--- src/rtl/rv_shift_pipe_arbiter_pkg.sv ---
// rtl/rv_shift_pipe_arbiter_pkg.sv - shared widths and stage-record field offsets for the shift-pipe arbiter
package rv_shift_pipe_arbiter_pkg;

    function automatic int tag_width(input int num_reqs);
        return (num_reqs < 2) ? 1 : $clog2(num_reqs);
    endfunction

    function automatic int cnt_width(input int depth);
        return (depth < 1) ? 1 : $clog2(depth + 1);
    endfunction

    // Stage record layout {valid, tag, data}, for downstream demuxes decoding out_tag
    function automatic int rec_data_lsb();
        return 0;
    endfunction

    function automatic int rec_tag_lsb(input int dataw);
        return dataw;
    endfunction

    function automatic int rec_valid_bit(input int dataw, input int tagw);
        return dataw + tagw;
    endfunction

endpackage

--- src/rtl/rv_shift_pipe_arbiter_if.sv ---
// rtl/rv_shift_pipe_arbiter_if.sv - requester and tail handshake bundle for the shift-pipe arbiter
interface rv_shift_pipe_arbiter_if
    import rv_shift_pipe_arbiter_pkg::*;
#(
    parameter int NUM_REQS = 4,
    parameter int DATAW    = 32,
    parameter int DEPTH    = 2,
    parameter int TAGW     = tag_width(NUM_REQS)
) ();
    localparam int CNTW = cnt_width(DEPTH);

    logic [NUM_REQS-1:0]       req_valid;
    logic [NUM_REQS*DATAW-1:0] req_data;
    logic [NUM_REQS-1:0]       req_ready;
    logic                      out_valid;
    logic [DATAW-1:0]          out_data;
    logic [TAGW-1:0]           out_tag;
    logic                      out_ready;
    logic [CNTW-1:0]           inflight;

    modport master (
        output req_valid, req_data, out_ready,
        input  req_ready, out_valid, out_data, out_tag, inflight
    );

    modport slave (
        input  req_valid, req_data, out_ready,
        output req_ready, out_valid, out_data, out_tag, inflight
    );
endinterface

--- src/rtl/rv_rr_grant.sv ---
// rtl/rv_rr_grant.sv - round-robin pointer and one-hot winner search for the shift-pipe arbiter
module rv_rr_grant #(
    parameter int NUM_REQS = 4,
    parameter int TAGW     = 2
) (
    input  logic                clk,
    input  logic                reset,
    input  logic [NUM_REQS-1:0] i_req_valid,
    input  logic                i_update,
    input  logic [TAGW-1:0]     i_win_idx,
    output logic [NUM_REQS-1:0] o_winner
);
    localparam logic [TAGW-1:0] LAST_IDX = TAGW'(NUM_REQS - 1);

    logic [TAGW-1:0] r_ptr;
    logic            w_found_hi;
    logic            w_found_lo;
    logic [TAGW-1:0] w_hi_idx;
    logic [TAGW-1:0] w_lo_idx;

    // Lowest valid at or above the pointer wins; otherwise wrap to the lowest valid overall
    always_comb begin
        w_found_hi = 1'b0;
        w_found_lo = 1'b0;
        w_hi_idx   = '0;
        w_lo_idx   = '0;
        o_winner   = '0;
        for (int i = 0; i < NUM_REQS; i++) begin
            if (!w_found_hi && i_req_valid[i] && (i >= int'(r_ptr))) begin
                w_found_hi = 1'b1;
                w_hi_idx   = i[TAGW-1:0];
            end
            if (!w_found_lo && i_req_valid[i]) begin
                w_found_lo = 1'b1;
                w_lo_idx   = i[TAGW-1:0];
            end
        end
        if (w_found_hi) begin
            o_winner[w_hi_idx] = 1'b1;
        end else if (w_found_lo) begin
            o_winner[w_lo_idx] = 1'b1;
        end
    end

    always_ff @(posedge clk or negedge reset) begin
        if (!reset) begin
            r_ptr <= '0;
        end else if (i_update) begin
            r_ptr <= (i_win_idx == LAST_IDX) ? '0 : i_win_idx + 1'b1;
        end
    end
endmodule

--- src/rtl/rv_shift_pipe_arbiter.sv ---
// rtl/rv_shift_pipe_arbiter.sv - round-robin arbiter feeding a freezable fixed-latency pipe
// Optional stall counter output enabled by RV_SHIFT_PIPE_ARB_PERF_EN.
module rv_shift_pipe_arbiter
    import rv_shift_pipe_arbiter_pkg::*;
#(
    parameter int NUM_REQS = 4,
    parameter int DATAW    = 32,
    parameter int DEPTH    = 2,
    parameter int TAGW     = tag_width(NUM_REQS)
) (
    input  logic                        clk,
    input  logic                        reset,
    rv_shift_pipe_arbiter_if.slave      bus
`ifdef RV_SHIFT_PIPE_ARB_PERF_EN
    ,
    output logic [31:0]                 o_perf_stall_cycles
`endif
);
    localparam int CNTW = cnt_width(DEPTH);

    logic [NUM_REQS-1:0] w_winner;
    logic [NUM_REQS-1:0] w_ready;
    logic                w_advance;
    logic                w_accept;
    logic                w_fire;
    logic [TAGW-1:0]     w_win_idx;
    logic [DATAW-1:0]    w_sel_data;

    logic                r_valid [DEPTH];
    logic [TAGW-1:0]     r_tag   [DEPTH];
    logic [DATAW-1:0]    r_data  [DEPTH];
    logic [CNTW-1:0]     r_inflight;

    assign w_advance = ~r_valid[DEPTH-1] | bus.out_ready;
    // Held in reset, no requester may see a grant
    assign w_ready   = (w_advance && reset) ? w_winner : '0;
    assign w_accept  = |w_ready;
    assign w_fire    = r_valid[DEPTH-1] & bus.out_ready;

    rv_rr_grant #(
        .NUM_REQS (NUM_REQS),
        .TAGW     (TAGW)
    ) u_grant (
        .clk         (clk),
        .reset       (reset),
        .i_req_valid (bus.req_valid),
        .i_update    (w_accept),
        .i_win_idx   (w_win_idx),
        .o_winner    (w_winner)
    );

    always_comb begin
        w_win_idx  = '0;
        w_sel_data = '0;
        for (int i = 0; i < NUM_REQS; i++) begin
            if (w_winner[i]) begin
                w_win_idx  = i[TAGW-1:0];
                w_sel_data = bus.req_data[i*DATAW +: DATAW];
            end
        end
    end

    always_ff @(posedge clk or negedge reset) begin
        if (!reset) begin
            for (int s = 0; s < DEPTH; s++) begin
                r_valid[s] <= 1'b0;
            end
        end else if (w_advance) begin
            r_valid[0] <= w_accept;
            for (int s = 1; s < DEPTH; s++) begin
                r_valid[s] <= r_valid[s-1];
            end
        end
    end

    // Payload flops carry no reset; they are qualified by the valid chain
    always_ff @(posedge clk) begin
        if (w_advance) begin
            r_tag[0]  <= w_win_idx;
            r_data[0] <= w_sel_data;
            for (int s = 1; s < DEPTH; s++) begin
                r_tag[s]  <= r_tag[s-1];
                r_data[s] <= r_data[s-1];
            end
        end
    end

    always_ff @(posedge clk or negedge reset) begin
        if (!reset) begin
            r_inflight <= '0;
        end else if (w_accept && !w_fire) begin
            r_inflight <= r_inflight + 1'b1;
        end else if (!w_accept && w_fire) begin
            r_inflight <= r_inflight - 1'b1;
        end
    end

    assign bus.req_ready = w_ready;
    assign bus.out_valid = r_valid[DEPTH-1];
    assign bus.out_tag   = r_tag[DEPTH-1];
    assign bus.out_data  = r_data[DEPTH-1];
    assign bus.inflight  = r_inflight;

`ifdef RV_SHIFT_PIPE_ARB_PERF_EN
    logic [31:0] r_stall_cycles;

    always_ff @(posedge clk or negedge reset) begin
        if (!reset) begin
            r_stall_cycles <= '0;
        end else if ((|bus.req_valid) && !w_advance && (r_stall_cycles != '1)) begin
            r_stall_cycles <= r_stall_cycles + 32'd1;
        end
    end

    assign o_perf_stall_cycles = r_stall_cycles;
`endif
endmodule
--- src/flat_wrapper.sv ---
// flat-port wrapper written by rule: the top's interface ports become plain ports
module rv_shift_pipe_arbiter_flat import rv_shift_pipe_arbiter_pkg::*;
#(
    parameter int NUM_REQS = 4,
    parameter int DATAW    = 32,
    parameter int DEPTH    = 2,
    parameter int TAGW     = tag_width(NUM_REQS)
)
  (clk, reset, bus_req_valid, bus_req_data, bus_out_ready, bus_req_ready, bus_out_valid, bus_out_data, bus_out_tag, bus_inflight);
  rv_shift_pipe_arbiter_if #(.NUM_REQS(NUM_REQS), .DATAW(DATAW), .DEPTH(DEPTH), .TAGW(TAGW)) bus_i ();
  input  logic clk;
  input  logic reset;
  input wire logic [$bits(bus_i.req_valid)-1:0] bus_req_valid;
  input wire logic [$bits(bus_i.req_data)-1:0] bus_req_data;
  input wire logic [$bits(bus_i.out_ready)-1:0] bus_out_ready;
  output wire logic [$bits(bus_i.req_ready)-1:0] bus_req_ready;
  output wire logic [$bits(bus_i.out_valid)-1:0] bus_out_valid;
  output wire logic [$bits(bus_i.out_data)-1:0] bus_out_data;
  output wire logic [$bits(bus_i.out_tag)-1:0] bus_out_tag;
  output wire logic [$bits(bus_i.inflight)-1:0] bus_inflight;
  assign bus_i.req_valid = bus_req_valid;
  assign bus_i.req_data = bus_req_data;
  assign bus_i.out_ready = bus_out_ready;
  assign bus_req_ready = bus_i.req_ready;
  assign bus_out_valid = bus_i.out_valid;
  assign bus_out_data = bus_i.out_data;
  assign bus_out_tag = bus_i.out_tag;
  assign bus_inflight = bus_i.inflight;
  rv_shift_pipe_arbiter #(.NUM_REQS(NUM_REQS), .DATAW(DATAW), .DEPTH(DEPTH), .TAGW(TAGW)) u_core (.clk(clk), .reset(reset), .bus(bus_i));
endmodule
--- config.mk ---
export PLATFORM = sky130hd
export DESIGN_NAME = rv_shift_pipe_arbiter_flat
export DESIGN_NICKNAME = d
export VERILOG_FILES = /design/src/rtl/rv_shift_pipe_arbiter_pkg.sv /design/src/rtl/rv_shift_pipe_arbiter_if.sv /design/src/rtl/rv_rr_grant.sv /design/src/rtl/rv_shift_pipe_arbiter.sv /design/src/flat_wrapper.sv
export SDC_FILE = /design/constraint.sdc
export NUM_CORES = 1
export LEC_CHECK = 0
export BUFFER_PORTS_ARGS = -buffer_cell sky130_fd_sc_hd__buf_2
export CAP_MARGIN = 10
export CORE_MARGIN = 3
export CORE_UTILIZATION = 40
export CTS_CLUSTER_DIAMETER = 200
export DETAILED_ROUTE_END_ITERATION = 10
export GPL_TIMING_DRIVEN = 0
export PLACE_DENSITY = 0.71
export SLEW_MARGIN = 40
export SYNTH_ARGS = -nofsm -noshare
export SYNTH_HDL_FRONTEND = slang
export SYNTH_SLANG_ARGS = --single-unit
export TNS_END_PERCENT = 30
--- constraint.sdc ---
create_clock -name clk -period 5.2 [get_ports clk]
set_clock_uncertainty 0.2 [all_clocks]
set_input_delay 1.04 -clock clk [delete_from_list [all_inputs] [get_ports clk]]
set_output_delay 1.04 -clock clk [all_outputs]
set_load 0.02 [all_outputs]
Word level (Yosys, flattened, before mapping)
Memory sizes are Yosys's and may differ from the RTL's.
Cells that the tools add are included.
Operators by class
  $add $sub $neg: 3
  multiply operators: 0
  divide/modulo/power cells: 0
  $lt $le $gt $ge: 7
  equality and inequality tests: 1
  shift operators: 0
  multiplexer cells: 33
  bitwise operators: 3
  reductions and logical operators: 24
Operators with widths (number)
  $mux 32: 4
  $mux 2: 9
  $mux 1: 15
  $logic_and 1x1->1: 14
  $mux 4: 3
  $logic_not 1->1: 8
  $lt 2x3->1 const B: 2
  $add 2x1->2 const B: 2
  $demux 1 s2: 2
  $ge 1x2->1 const A: 2
  $ge 2x1->1 const B: 2
  $reduce_or 4->1: 1
  $eq 2x2->1 const B: 1
  $ge 2x2->1 const A: 1
  $reduce_bool 2->1: 1
  $sub 2x1->2 const B: 1
  $and 1x1->1: 1
  $not 1->1: 1
  $or 1x1->1: 1
Storage, ports and cells
  register bits after elaboration: 6
  latch bits: 0
  bits in writable memories: 68
  ROM bits: 0
  bits of input ports: 135
  output and inout port bits: 41
  memories kept: 2
Memories
  u_core.r_data: words 2, width 32, rd ports 2, clocked after memory_dff 0, write ports 2, RTL line rv_shift_pipe_arbiter.sv:31  | logic [DATAW-1:0] r_data [DEPTH];
  u_core.r_tag: words 2, width 2, rd ports 2, clocked after memory_dff 0, write ports 2, RTL line rv_shift_pipe_arbiter.sv:30  | logic [TAGW-1:0] r_tag [DEPTH];

Depth between registers and ports, before layout
Gate-level depths: netlist of the first run.
  word-level depth: 25
  gate-level depth with buffers: 8
  gate-level depth less buffers: 7

Modules after synthesis
A second synthesis of the first run with hierarchy kept.
Unflattened totals
  cells, all modules: 301
  area, all modules: 3856.2 µm²
Modules (own cells, without submodules)
  rv_shift_pipe_arbiter: instances 1, cells an instance 274, area an instance 3644.7 µm², seq. area each 2142.1 µm²
  rv_rr_grant: instances 1, cells an instance 27, area an instance 211.5 µm², seq. area each 50.0 µm²

Least setup slack after synthesis of the first run
Ideal clock, no wire load.
  path kind: input-to-output
  from: in bus_out_ready
  to: out bus_req_ready[0]
  arrival: 3.513 ns
  data required time: 3.960 ns
  setup slack: 0.447 ns
  stages: 3
  buffers on the path: 0
  path through: nand2b_1 > nand2_1 > nor2_1
Between the ends
  word-level cells in the longest chain between the ends: 3
RTL lines
  from (decl): RTL line flat_wrapper.sv:15  | input wire logic [$bits(bus_i.out_ready)-1:0] bus_out_ready;
  $or 1x1->1: RTL line rv_shift_pipe_arbiter.sv:34  | assign w_advance = ~r_valid[DEPTH-1] | bus.out_ready;
  $logic_and 1x1->1: RTL line rv_shift_pipe_arbiter.sv:36  | assign w_ready = (w_advance && reset) ? w_winner : '0;
  $mux 4: RTL line rv_shift_pipe_arbiter.sv:36
  to (decl): RTL line flat_wrapper.sv:16  | output wire logic [$bits(bus_i.req_ready)-1:0] bus_req_ready;
No other way between the ends.

Worst setup path in the final report of the first run
  from: in bus_req_valid[2]
  to: out bus_req_ready[0]
Between the ends
  word-level cells in the longest chain between the ends: 12
  elaborated cells on any way between the ends: 28
RTL lines
  from (decl): RTL line flat_wrapper.sv:13  | input wire logic [$bits(bus_i.req_valid)-1:0] bus_req_valid;
  $logic_and 1x1->1 (on tied branches): RTL line rv_rr_grant.sv:33, rv_rr_grant.sv:29
  $mux 1 / $logic_and 1x1->1 (equally long branches): RTL line rv_rr_grant.sv:33, rv_rr_grant.sv:29
  $logic_not 1->1 / $mux 1 (equally long branches): RTL line rv_rr_grant.sv:33, rv_rr_grant.sv:29
  $logic_and 1x1->1 / $logic_not 1->1 (equally long branches): RTL line rv_rr_grant.sv:33, rv_rr_grant.sv:29
  $mux 2 / $logic_and 1x1->1 (equally long branches): RTL line rv_rr_grant.sv:33, rv_rr_grant.sv:29
  $lt 2x3->1 (implied by the code), or another cell as far along: RTL line rv_rr_grant.sv:41  | o_winner[w_lo_idx] = 1'b1;
  $logic_and 1x1->1 (implied by the code), or another cell as far along: RTL line rv_rr_grant.sv:41
  $mux 1 (implied by the code) / $logic_and 1x1->1 (equally long branches): RTL line rv_rr_grant.sv:41, rv_rr_grant.sv:39
  $demux 1 s2 / $mux 1 (equally long branches): RTL line rv_rr_grant.sv:41, rv_rr_grant.sv:39
  $mux 4 / $demux 1 s2 (equally long branches): RTL line rv_rr_grant.sv:40, rv_rr_grant.sv:39
  $mux 4 (*): RTL line rv_rr_grant.sv:38  | if (w_found_hi) begin
  $mux 4 (*): RTL line rv_shift_pipe_arbiter.sv:36
Every way passes the cells marked *; elsewhere a longest branch is shown, timed or not.

==> impl_summary.log, run 1 <==
INFO  metric run_status = completed
INFO  metric synthFlopType = edfxtp_1
INFO  metric fp.dieW = 102.4 um
INFO  metric final_slew_violations = 0
INFO  metric io_pins = 176
INFO  metric finalHoldViolCount = 0
INFO  metric cts_inserted_buffers = 9
INFO  metric timing.final.crit_period = 3.807 ns
INFO  metric detail_placement_hpwl = 7753 um
INFO  metric number_of_max_capacitance_violations_reported = 0
INFO  metric timing.setup.critical_path_class = input port to output pin
INFO  metric critical_path.startpoint_type = input port
INFO  metric clk_path_buf_depth = 2
INFO  metric combPwrFrac = 35.5%
INFO  metric syn_nets = 445
INFO  metric vdd_drop_max = 0.2185 mV
INFO  metric post_cts_setup_bufs = 0
INFO  metric floorplan.die_area = 10490 um^2
INFO  metric yosys.cell_types.count = 34
INFO  metric synth_seq_area_share = 58.97%
INFO  metric post-route-period-util = 73.21%
INFO  metric power_per_cell_area = 441.2 nW/um^2
INFO  metric critical_path_peak_fanout = 10
INFO  metric seq_area = 2192 um^2
INFO  metric crit_required = 3.96 ns
INFO  metric critPathArrivalTime = 2.57 ns
INFO  metric syn_area = 3717 um^2
INFO  metric worstHoldPathType = flop to flop
INFO  metric clock_tree.htree_level_count = 3
INFO  metric antenna_found_initial = 1
INFO  metric switching_share = 32.60%
INFO  metric endpoint_kind = output pin
INFO  metric cts.root.buffer_cell = clkbuf_8
INFO  metric switching_power = 0.7152 mW
INFO  metric clock_insertion_delay_worst_skew = 0.33 ns
INFO  metric synth-edff-count = 68
INFO  metric synthesis.instances = 309
INFO  metric final_common_cell = buf_2
INFO  metric port-buffer-count = 175
INFO  metric post_layout_cell_count = 609
INFO  metric mostFrequentLayoutCells = buf_2, edfxtp_1, buf_4, nand3_1
INFO  metric tritoncts = yes
INFO  metric share_seq_of_total_power = 42.5%
INFO  metric yosys_register_bits = 74
INFO  metric worst_slew_pin_slew = 0.5791 ns
INFO  metric wire_per_inst = 17.23 um
INFO  metric postSynth.asyncResetShare = 8.108%
INFO  metric place.gp.congestion = 0.8187
INFO  metric drt_pass1_iterations = 4
INFO  metric grt_overflow = 0
INFO  metric clkSlewWorstSetupHoldPaths = 0.07 ns
INFO  metric fill_cells = 802
INFO  metric initial_core_util = 41.81%
INFO  metric layout-drive-gt1-share = 49.90%
INFO  metric hold_ws = 0.2214 ns
INFO  metric grt_pass1_wl = 15810 um
INFO  metric final_antenna_net_count = 0
INFO  metric final_util = 55.94%
INFO  metric placed_cells = 593
INFO  metric num_antenna_cells = 0
INFO  metric power_frac_clock = 21.9%
INFO  metric first_global_vias = 3232
INFO  metric cts-hold-fix-buffers = 0
INFO  metric global_route.usage.total = 19.87%
INFO  metric vias_per_cell = 5.401
INFO  metric yosys_warnings = 0
INFO  metric via_count = 3289
INFO  metric max_clock_freq = 262.7 MHz
INFO  metric post-route-drc-count = 0
INFO  metric multi_input_comb_area = 1091 um^2
INFO  metric grt_max_degree = 39
INFO  metric p_leak = 2.159 nW
INFO  metric layout-area-overhead-vs-synth = 33.79%
INFO  metric die-height = 102.4 um
INFO  metric placeableCoreArea = 8891 um^2
INFO  metric total_power = 2.194 mW
INFO  metric final_net_count = 632
INFO  metric syn_avg_cell_area = 12.03 um^2
INFO  metric finalSetupViolations = 0
INFO  metric slew_headroom = 61.39%
INFO  metric cts-resized-gates = 0
INFO  metric fin_ws = 1.393 ns
INFO  metric routed_wirelength = 10490 um
INFO  metric post-place-ws = 1.404 ns
INFO  metric rsz_0062_raised_after_global_routing = false
INFO  metric cell_internal_power_dissipation = 1.479 mW
INFO  metric cts.sink_count = 74
INFO  metric violation_count_after_the_first_detailed_routing_iteration = 145
INFO  metric fp-row-count = 34
[metrics by stage]
step / setup TNS [ns] / area (um^2)
floorplan: 0 / 3717
global placement: -1.026 / 4728
detailed placement: 0 / 4756
CTS: 0 / 4974
global route: 0 / 4974
finish: 0 / 4974
[flip-flops by register name, indices dropped and copies added, names as in the netlist]
register / count
u_core.r_valid: 1
u_core.r_tag: 4
u_core.bus.out_valid: 1
u_core.bus.inflight: 2
u_core.u_grant.r_ptr: 2
u_core.r_data: 64
[final timing paths]
| path | cells past startpoint | start | slack [ns] | end |
|---|---|---|---|---|
| hold reg to reg | 0 | u_core.r_data[0][31]$_DFFE_PN_ | 0.22 | u_core.r_data[0][63]$_DFFE_PN_ |
| hold / removal | 0 | u_core.r_data[0][31]$_DFFE_PN_ | 0.22 | u_core.r_data[0][63]$_DFFE_PN_ |
| setup reg to reg | 6 | u_core.u_grant.r_ptr[1]$_DFFE_PN0P_ | 3.04 | u_core.r_data[0][6]$_DFFE_PN_ |
| setup / recovery | 7 | bus_req_valid[2] | 1.39 | bus_req_ready[0] |
| min in group asynchronous | 1 | reset | 0.33 | u_core.bus.out_valid$_DFFE_PN0N_ |
| max in group asynchronous | 1 | reset | 4.30 | u_core.r_valid[1]$_DFFE_PN0N_ |
[power by group through the flow]
stage	combinational [mW]	clock (mW)	sequential (mW)
floorplan	0.520	0	0.946
global placement	0.763	0	0.943
detailed placement	0.782	0	0.949
CTS	0.784	0.494	0.935
global route	0.851	0.518	0.950
finish	0.780	0.481	0.933
[synthesized netlist by cell type (all sizes together), types with 2 or more instances]
cell type / count / area share (%)
edfxtp: 68 / 55
nor2: 5 / 0.50
o21ai: 2 / 0.27
dfrtp: 6 / 4.0
buf: 52 / 10
clkbuf: 12 / 1.2
nor2b: 2 / 0.40
a21oi: 2 / 0.27
a31oi: 32 / 5.4
nand2b: 3 / 0.50
or2: 2 / 0.34
o31ai: 2 / 0.40
nand2: 9 / 0.91
xor2: 2 / 0.47
o311ai: 2 / 1.1
a32oi: 32 / 7.5
inv: 2 / 0.20
nor3: 32 / 4.3
nand3: 33 / 4.4
[cells by family (layout without fill, tap and decap cells)]
group | after synthesis | in the layout | synth area share [%]
xor+xnor | 3 | 3 | 0.7070
compound gates | 75 | 75 | 15.82
buf+inv | 66 | 258 | 11.88
flops | 74 | 74 | 58.97
fa+ha+maj | 1 | 1 | 0.3365
simple gates | 90 | 90 | 12.29
[worst max-delay path: stages]
cell and delay (ns):
buf_2 0.11, buf_2 0.19, o311ai_2 0.54, buf_2 0.32
nand2_1 0.09, nor2_1 0.12, buf_2 0.17
[cell type report]
type                    instances  share of cell area, %
plain buffers                  64                  8.730
clock buffers                   9                  2.491
clock inverters                 7                  1.887
inverters                       2                 0.1509
multi-input cells             169                  21.94
flip-flops and latches         74                  44.08
well taps                     108                  2.717
repair buffers                176                  18.01
[metal layers]
layer / track usage (%) / up-vias / part of all wire [%]
met5: 0 / - / 0.12
met4: 7.467 / 2 / 1.2
met3: 3.618 / 13 / 8.0
met2: 33.78 / 176 / 50
met1: 25.31 / 1537 / 40
li1: - / 1561 / -
No activity file was read; power rests on OpenSTA's default activity.
==> run 2: changes to the inputs <==
clock period = 3.8 ns   (was 5.2 ns; I/O delays follow)
==> run 2 against run 1 <==
Effect of this change:
- setup slack lost 0.87 ns
- highest routed layer is now met4
- sequential share of layout area grew 0.43 points
- total power grew 31%
- routed wire length grew 2.1%
- critical path depth is the same
- first-iteration DRC count shrank 17%
- combinational power grew 37%
- sequential cell count is the same
- global-route usage grew 0.41 points
- cell count is the same
- non-clock buffer count is the same
- largest cell class unchanged
==> impl_summary.log, run 2 (synthesis gave the netlist of run 1 again) <==
INFO  metric r2r_cells = 6 (unchanged)
INFO  metric routed_wirelength = 10710 um (was 10490 um)
INFO  metric violation_count_after_the_first_detailed_routing_iteration = 121 (was 145)
INFO  metric critical_path.startpoint_type = input port (unchanged)
INFO  metric grt_pass1_wl = 16030 um (was 15810 um)
INFO  metric largest_reg_flops = 64 (unchanged)
INFO  metric run_status = completed (unchanged)
INFO  metric number_of_max_capacitance_violations_reported = 0 (unchanged)
INFO  metric placeableCoreArea = 8891 um^2 (unchanged)
INFO  metric antenna_found_initial = 0 (was 1)
INFO  metric post-route-drc-count = 0 (unchanged)
INFO  metric vias_per_cell = 5.519 (was 5.401)
INFO  metric fp.dieW = 102.4 um (unchanged)
INFO  metric cts.sink_count = 74 (unchanged)
INFO  metric cts-hold-fix-buffers = 0 (unchanged)
INFO  metric floorplan.die_area = 10490 um^2 (unchanged)
INFO  metric mostFrequentLayoutCells = buf_2, edfxtp_1, buf_4, nand3_1 (unchanged)
INFO  metric grt_max_degree = 39 (unchanged)
INFO  metric drt_pass1_iterations = 4 (unchanged)
INFO  metric worst_r2r_startpoint = u_core.u_grant.r_ptr[1]$_DFFE_PN0P_ (unchanged)
INFO  metric vdd_drop_max = 0.2796 mV (was 0.2185 mV)
INFO  metric registers_with_the_highest_flip_flop_counts = u_core.r_data x64, u_core.r_tag x4 (unchanged)
INFO  metric clkSlewWorstSetupHoldPaths = 0.07 ns (about the same)
INFO  metric tritoncts = yes (unchanged)
INFO  metric crit_required = 2.84 ns (was 3.96 ns)
INFO  metric finalHoldViolCount = 0 (unchanged)
INFO  metric total_power = 2.870 mW (was 2.194 mW)
INFO  metric endpoint_kind = output pin (unchanged)
INFO  metric placed_cells = 593 (unchanged)
INFO  metric detail_placement_hpwl = 7840 um (was 7753 um)
INFO  metric post-place-ws = 0.4717 ns (was 1.404 ns)
INFO  metric layout-drive-gt1-share = 49.70% (was 49.90%)
INFO  metric critPathArrivalTime = 2.32 ns (was 2.57 ns)
INFO  metric post_cts_setup_bufs = 0 (unchanged)
INFO  metric clock_insertion_delay_worst_skew = 0.33 ns (about the same)
INFO  metric layout-area-overhead-vs-synth = 32.51% (was 33.79%)
INFO  metric seq_area = 2192 um^2 (unchanged)
INFO  metric timing.final.crit_period = 3.278 ns
INFO  metric final_common_cell = buf_2 (unchanged)
INFO  metric critical_path_peak_fanout = 10 (unchanged)
INFO  metric final_net_count = 632 (unchanged)
INFO  metric reg2reg_slack = 1.62 ns (was 3.04 ns)
INFO  metric first_global_vias = 3330 (was 3232)
INFO  metric worstHoldPathType = input port to async pin (was flop to flop)
INFO  metric fin_ws = 0.5225 ns (was 1.393 ns)
INFO  metric initial_core_util = 41.81% (unchanged)
INFO  metric cts.root.buffer_cell = clkbuf_8 (unchanged)
INFO  metric max_clock_freq = 305.1 MHz
INFO  metric io_pins = 176 (unchanged)
INFO  metric largest-register = u_core.r_data (unchanged)
INFO  metric port-buffer-count = 175 (unchanged)
INFO  metric setup_tns = 0 ns (unchanged)
INFO  metric clock_tree.htree_level_count = 3 (unchanged)
INFO  metric clk_path_buf_depth = 2 (unchanged)
INFO  metric place.gp.congestion = 0.8156 (was 0.8187)
INFO  metric post_layout_cell_count = 609 (unchanged)
INFO  metric rsz_0062_raised_after_global_routing = false (unchanged)
INFO  metric timing.rr.end = u_core.r_data[0][13]$_DFFE_PN_ (was u_core.r_data[0][6]$_DFFE_PN_)
INFO  metric global_route.usage.total = 20.28% (was 19.87%)
INFO  metric worst_slew_pin_slew = 0.5869 ns (was 0.5791 ns)
INFO  metric multi_input_comb_area = 1091 um^2 (unchanged)
INFO  metric fp-row-count = 34 (unchanged)
INFO  metric power_per_cell_area = 582.5 nW/um^2 (was 441.2 nW/um^2)
INFO  metric wire_per_inst = 17.59 um (was 17.23 um)
INFO  metric final_slew_violations = 0 (unchanged)
INFO  metric timing.setup.critical_path_class = input port to output pin (unchanged)
INFO  metric num_antenna_cells = 0 (unchanged)
INFO  metric slew_headroom = 60.81% (was 61.39%)
INFO  metric cts_inserted_buffers = 9 (unchanged)
INFO  metric final_antenna_net_count = 0 (unchanged)
INFO  metric die-height = 102.4 um (unchanged)
INFO  metric cts-resized-gates = 0 (unchanged)
INFO  metric fill_cells = 794 (was 802)
INFO  metric p_leak = 2.125 nW (was 2.159 nW)
INFO  metric post-route-period-util = 86.25%
INFO  metric grt_overflow = 0 (unchanged)
INFO  metric finalSetupViolations = 0 (unchanged)
INFO  metric via_count = 3361 (was 3289)
## run 2: layout make-up
class                      count  area share (%)
inverter                       2          0.1524
tap                          108           2.743
clock inverter                 7          0.9398
buffer                        64           8.814
sequential                    74           44.50
multi-input combinational    169           22.15
clock buffer                   9           2.515
timing repair buffer         176           18.19
## run 2: where the power goes
part	internal, mW	switching [mW]	total, mW	leakage (nW)
Sequential	1.21	0.0725	1.28	0.776
Combinational	0.450	0.617	1.07	1.28
Clock	0.233	0.292	0.525	0.0725
Total	1.89	0.981	2.87	2.12
## run 2: critical path: stages
cell and delay [ns]:
buf_2 0.11, buf_2 0.20, o311ai_2 0.59, buf_2 0.32, nand2_1 0.08, nor2_1 0.10
buf_2 0.17
## run 2: how the worst max path moves through the flow
stage | from | to | cells past startpoint
floorplan | bus_out_ready | bus_req_ready[0] | 3
global placement | bus_out_ready | bus_req_ready[2] | 5
detailed placement | bus_req_valid[2] | bus_req_ready[0] | 7
CTS | bus_req_valid[2] | bus_req_ready[0] | 7
global route | bus_req_valid[2] | bus_req_ready[0] | 7
finish | bus_req_valid[2] | bus_req_ready[0] | 7
## run 2: per-layer routing
metal | up-vias | GRT usage [%] | wire length, um | share of wire [%]
li1 | 1560 | - | - | -
met1 | 1631 | 26.59 | 4459 | 42
met2 | 163 | 34.13 | 5378 | 50
met3 | 7 | 3.413 | 800 | 7.5
met4 | 0 | 6.963 | 74 | 0.69
met5 | - | 0 | 0 | 0
## run 2: per-stage QoR
stage / instance area [um^2] / util, % / hold WS (ns)
3_3_place_gp: 4731 / 53.21 / 0.2003
6_report: 4926 / 55.40 / 0.04933
5_1_grt: 4926 / 55.40 / 0.03187
3_5_place_dp: 4756 / 53.49 / 0.2045
2_1_floorplan: 3720 / - / 0.2003
4_1_cts: 4926 / 55.40 / 0.03289
==> run 3: changes to the inputs <==
ABC_AREA = 1   (was default)
CELL_PAD_IN_SITES_DETAIL_PLACEMENT = 2   (was default)
CELL_PAD_IN_SITES_GLOBAL_PLACEMENT = 2   (was default)
CORE_UTILIZATION = 27   (was 40)
PLACE_DENSITY = default   (was 0.71)
PLACE_DENSITY_LB_ADDON = 0.1   (was default)
RECOVER_POWER = 100   (was default)
==> run 3 against run 2 <==
Effect of this change:
- the flow now finishes with violations (max-capacitance violations, max-slew violations)
- utilization fell by 17 points
- hold slack better by 0.064 ns
- die area grew 42%
- synthesized area decreased by 2.0%
- register-to-register slack got worse by 0.83 ns
- cell count grew 16%
- setup slack improved by 0.11 ns
- global-route usage shrank 3.7 points
- combinational power decreased by 8%
- largest cell class unchanged
==> impl_summary.log, run 3 <==
INFO  metric run_status = finished, violations left (was completed)
INFO  metric violations = max-capacitance violations, max-slew violations
INFO  metric yosysTopAreaCell = edfxtp_1 (unchanged)
INFO  metric synth.cells.most_frequent = nand2_1, edfxtp_1, buf_4 (was edfxtp_1, buf_4, nand3_1)
INFO  metric vdd_drop_max = 0.2459 mV (was 0.2796 mV)
INFO  metric placeableCoreArea = 12930 um^2 (was 8891 um^2)
INFO  metric worstHoldPathType = input port to async pin (unchanged)
INFO  metric layout-area-overhead-vs-synth = 36.59% (was 32.51%)
INFO  metric syn_nets = 480 (was 445)
INFO  metric post_layout_cell_count = 707 (was 609)
INFO  metric fp-row-count = 41 (was 34)
INFO  metric grt_max_degree = 37 (was 39)
INFO  metric cts_inserted_buffers = 9 (unchanged)
INFO  metric total_power = 3.174 mW (was 2.870 mW)
INFO  metric via_count = 3196 (was 3361)
INFO  metric critical_path.startpoint_type = input port (unchanged)
INFO  metric post-place-ws = 0.8015 ns (was 0.4717 ns)
INFO  metric crit_path_start = bus_req_valid[1] (was bus_req_valid[2])
INFO  metric syn_area = 3642 um^2 (was 3717 um^2)
INFO  metric power_per_cell_area = 638.0 nW/um^2 (was 582.5 nW/um^2)
INFO  metric post_synth_and_or_nand_nor_area_fraction = 24.91% (was 12.29%)
INFO  metric synthFlopType = edfxtp_1 (unchanged)
INFO  metric postSynth.asyncResetShare = 8.108% (unchanged)
INFO  metric post-route-period-util = 83.39% (was 86.25%)
INFO  metric num_antenna_cells = 0 (unchanged)
INFO  metric registers_with_the_highest_flip_flop_counts = u_core.r_data x64, u_core.r_tag x4 (unchanged)
INFO  metric yosys_register_bits = 74 (unchanged)
INFO  metric seq_area = 2192 um^2 (unchanged)
INFO  metric r2r_cells = 4 (was 6)
INFO  metric layout-drive-gt1-share = 38.88% (was 49.70%)
INFO  metric placed_area = 4758 um^2 (was 4756 um^2)
INFO  metric synth_top_cells_by_area = edfxtp_1, nand2_1, buf_4, nand4_1, nand3_1 (was edfxtp_1, a32oi_1, buf_4, a31oi_1, nand3_1)
INFO  metric die-height = 122.1 um (was 102.4 um)
INFO  metric p_leak = 2.217 nW (was 2.125 nW)
INFO  metric global_route.usage.total = 16.57% (was 20.28%)
INFO  metric place.gp.congestion = 0.7024 (was 0.8156)
INFO  metric final_slew_violations = 35 (was 0)
INFO  metric fp.dieW = 122.1 um (was 102.4 um)
INFO  metric syn_avg_cell_area = 10.59 um^2 (was 12.03 um^2)
INFO  metric rsz_0062_raised_after_global_routing = false (unchanged)
INFO  metric max_clock_freq = 315.6 MHz (was 305.1 MHz)
INFO  metric crit_required = 2.84 ns (about the same)
INFO  metric drt_pass1_iterations = 5 (was 4)
INFO  metric largest-register = u_core.r_data (unchanged)
INFO  metric worst_slew_pin_slew = 1.620 ns (was 0.5869 ns)
INFO  metric final_common_cell = buf_2 (unchanged)
INFO  metric timing.rr.end = u_core.r_data[0][11]$_DFFE_PN_ (was u_core.r_data[0][13]$_DFFE_PN_)
INFO  metric hold_ws = 0.1136 ns (was 0.04933 ns)
INFO  metric mostFrequentLayoutCells = buf_2, nand2_1, edfxtp_1, clkbuf_1, buf_4 (was buf_2, edfxtp_1, buf_4, nand3_1)
INFO  metric timing.final.crit_period = 3.169 ns (was 3.278 ns)
INFO  metric mux_cell_area_share_after_synthesis = 0% (unchanged)
INFO  metric cts-resized-gates = 0 (unchanged)
INFO  metric critical_path_peak_fanout = 10 (unchanged)
INFO  metric clkSlewWorstSetupHoldPaths = 0.06 ns (was 0.07 ns)
INFO  metric grt_overflow = 0 (unchanged)
INFO  metric final_util = 38.48% (was 55.40%)
INFO  metric initial_core_util = 28.17% (was 41.81%)
INFO  metric clk_path_buf_depth = 2 (unchanged)
INFO  metric final_antenna_net_count = 0 (unchanged)
INFO  metric fin_ws = 0.6313 ns (was 0.5225 ns)
INFO  metric timing.setup.critical_path_class = input port to output pin (unchanged)
INFO  metric cts.root.buffer_cell = clkbuf_16 (was clkbuf_8)
INFO  metric routed_wirelength = 11800 um (was 10710 um)
INFO  metric endpoint_kind = output pin (unchanged)
INFO  metric cts-hold-fix-buffers = 0 (unchanged)
INFO  metric tritoncts = yes (unchanged)
INFO  metric detail_placement_hpwl = 8950 um (was 7840 um)
INFO  metric synth-edff-count = 68 (unchanged)
INFO  metric synth_seq_area_share = 60.19% (was 58.97%)
INFO  metric vias_per_cell = 4.521 (was 5.519)
INFO  metric number_of_max_capacitance_violations_reported = 1 (was 0)
INFO  metric synth_top_family_by_area = simple AND/OR/NAND/NOR gates (was compound AO/OA/AOI/OAI gates)
INFO  metric worst_r2r_startpoint = u_core.bus.out_valid$_DFFE_PN0N_ (was u_core.u_grant.r_ptr[1]$_DFFE_PN0P_)
INFO  metric yosys.cell_types.count = 22 (was 34)
INFO  metric clock_tree.htree_level_count = 3 (unchanged)
INFO  metric synth_compound_gate_area_share = 1.718% (was 15.82%)
INFO  metric most_frequent_cell_after_synthesis = nand2_1 (was edfxtp_1)
INFO  metric wire_per_inst = 16.70 um (was 17.59 um)
INFO  metric synth-xor-area-share = 0.4809% (was 0.7068%)
INFO  metric largest_reg_flops = 64 (unchanged)
INFO  metric final_net_count = 667 (was 632)
INFO  metric cts.sink_count = 74 (unchanged)
INFO  metric finalSetupViolations = 0 (unchanged)
INFO  metric setup_tns = 0 ns (unchanged)
INFO  metric critPathArrivalTime = 2.21 ns (was 2.32 ns)
INFO  metric io_pins = 176 (unchanged)
INFO  metric port-buffer-count = 175 (unchanged)
INFO  metric first_global_vias = 3679 (was 3330)
INFO  metric synth_top_area_share = 56.06% (was 54.93%)
INFO  metric violation_count_after_the_first_detailed_routing_iteration = 98 (was 121)
INFO  metric floorplan.die_area = 14920 um^2 (was 10490 um^2)
INFO  metric grt_pass1_wl = 18690 um (was 16030 um)
INFO  metric yosys_warnings = 0 (unchanged)
INFO  metric antenna_found_initial = 0 (unchanged)
INFO  metric reg2reg_slack = 0.79 ns (was 1.62 ns)
INFO  metric placed_cells = 692 (was 593)
INFO  metric synth_fa_ha_area_share = 0.3435% (was 0.3366%)
INFO  metric fill_cells = 1489 (was 794)
INFO  metric post-route-drc-count = 0 (unchanged)
INFO  metric slew_headroom = -8.585% (was 60.81%)
INFO  metric finalHoldViolCount = 0 (unchanged)
INFO  metric synthesis.instances = 344 (was 309)
INFO  metric post_cts_setup_bufs = 0 (unchanged)
INFO  metric multi_input_comb_area = 987.2 um^2 (was 1091 um^2)
INFO  metric clock_insertion_delay_worst_skew = 0.34 ns (was 0.33 ns)
INFO  metric layout.cell_area.non_filler = 4975 um^2 (was 4926 um^2)
## run 3: cell types whose count changed in the layout (fill, tap and decap cells not counted), moves of 6 or more
cell,previous run,this run
buf_4,34,40
clkbuf_8,9,0
clkbuf_1,12,45
a32oi_1,32,0
inv_1,2,14
buf_2,186,136
nand4_1,0,34
a31oi_1,32,0
nand2_1,9,111
clkbuf_16,0,9
nor3_1,32,0
## run 3: metal layers
| metal | GRT usage (%) | up-vias | routed length (um) |
|---|---|---|---|
| li1 | - | 1528 | - |
| met1 | 18.14 | 1558 | 4706 |
| met2 | 29.87 | 98 | 6272 |
| met3 | 4.457 | 12 | 615 |
| met4 | 7.488 | 0 | 209 |
| met5 | 0 | - | 0 |
## run 3: report_power, final
part	leakage (nW)	switching (mW)	internal, mW
Clock	0.153	0.330	0.567
Combinational	1.30	0.611	0.377
Sequential	0.769	0.0728	1.22
## run 3: layout make-up
| type | instances | share of cell area, % |
|---|---|---|
| clock inverter | 6 | 1.660 |
| clock buffer | 9 | 4.527 |
| tap | 172 | 4.326 |
| buffer | 49 | 7.243 |
| inverter | 18 | 1.383 |
| sequential | 74 | 44.06 |
| timing repair buffer | 176 | 16.95 |
| multi-input combinational | 203 | 19.84 |
## run 3: worst max-delay path, stage by stage
cell and delay [ns]:
clkbuf_1 0.13, inv_1 0.10, nand2_2 0.05, nand2_1 0.23, nand4_2 0.12, nand2_1 0.27, buf_4 0.26, inv_2 0.05
nor2_2 0.07, buf_2 0.16
## run 3: worst max-delay path by stage
stage                                                to  cells after the start
after detailed placement               bus_req_ready[2]                      8
after global routing                   bus_req_ready[2]                     10
final                                  bus_req_ready[2]                     10
after floorplan           u_core.r_data[0][0]$_DFFE_PN_                      2
after global placement    u_core.r_valid[1]$_DFFE_PN0N_                      4
after CTS                              bus_req_ready[2]                      8
## run 3: cell families (layout without fill, tap and decap cells)
| logic type | count (synthesis) | after routing |
|---|---|---|
| DFF | 74 | 74 |
| adders and majority gates | 1 | 1 |
| xor gates and xnor gates | 2 | 2 |
| AOI/OAI and AO/OA | 7 | 7 |
| buffers and inverters | 67 | 258 |
| and+or+nand+nor | 193 | 193 |
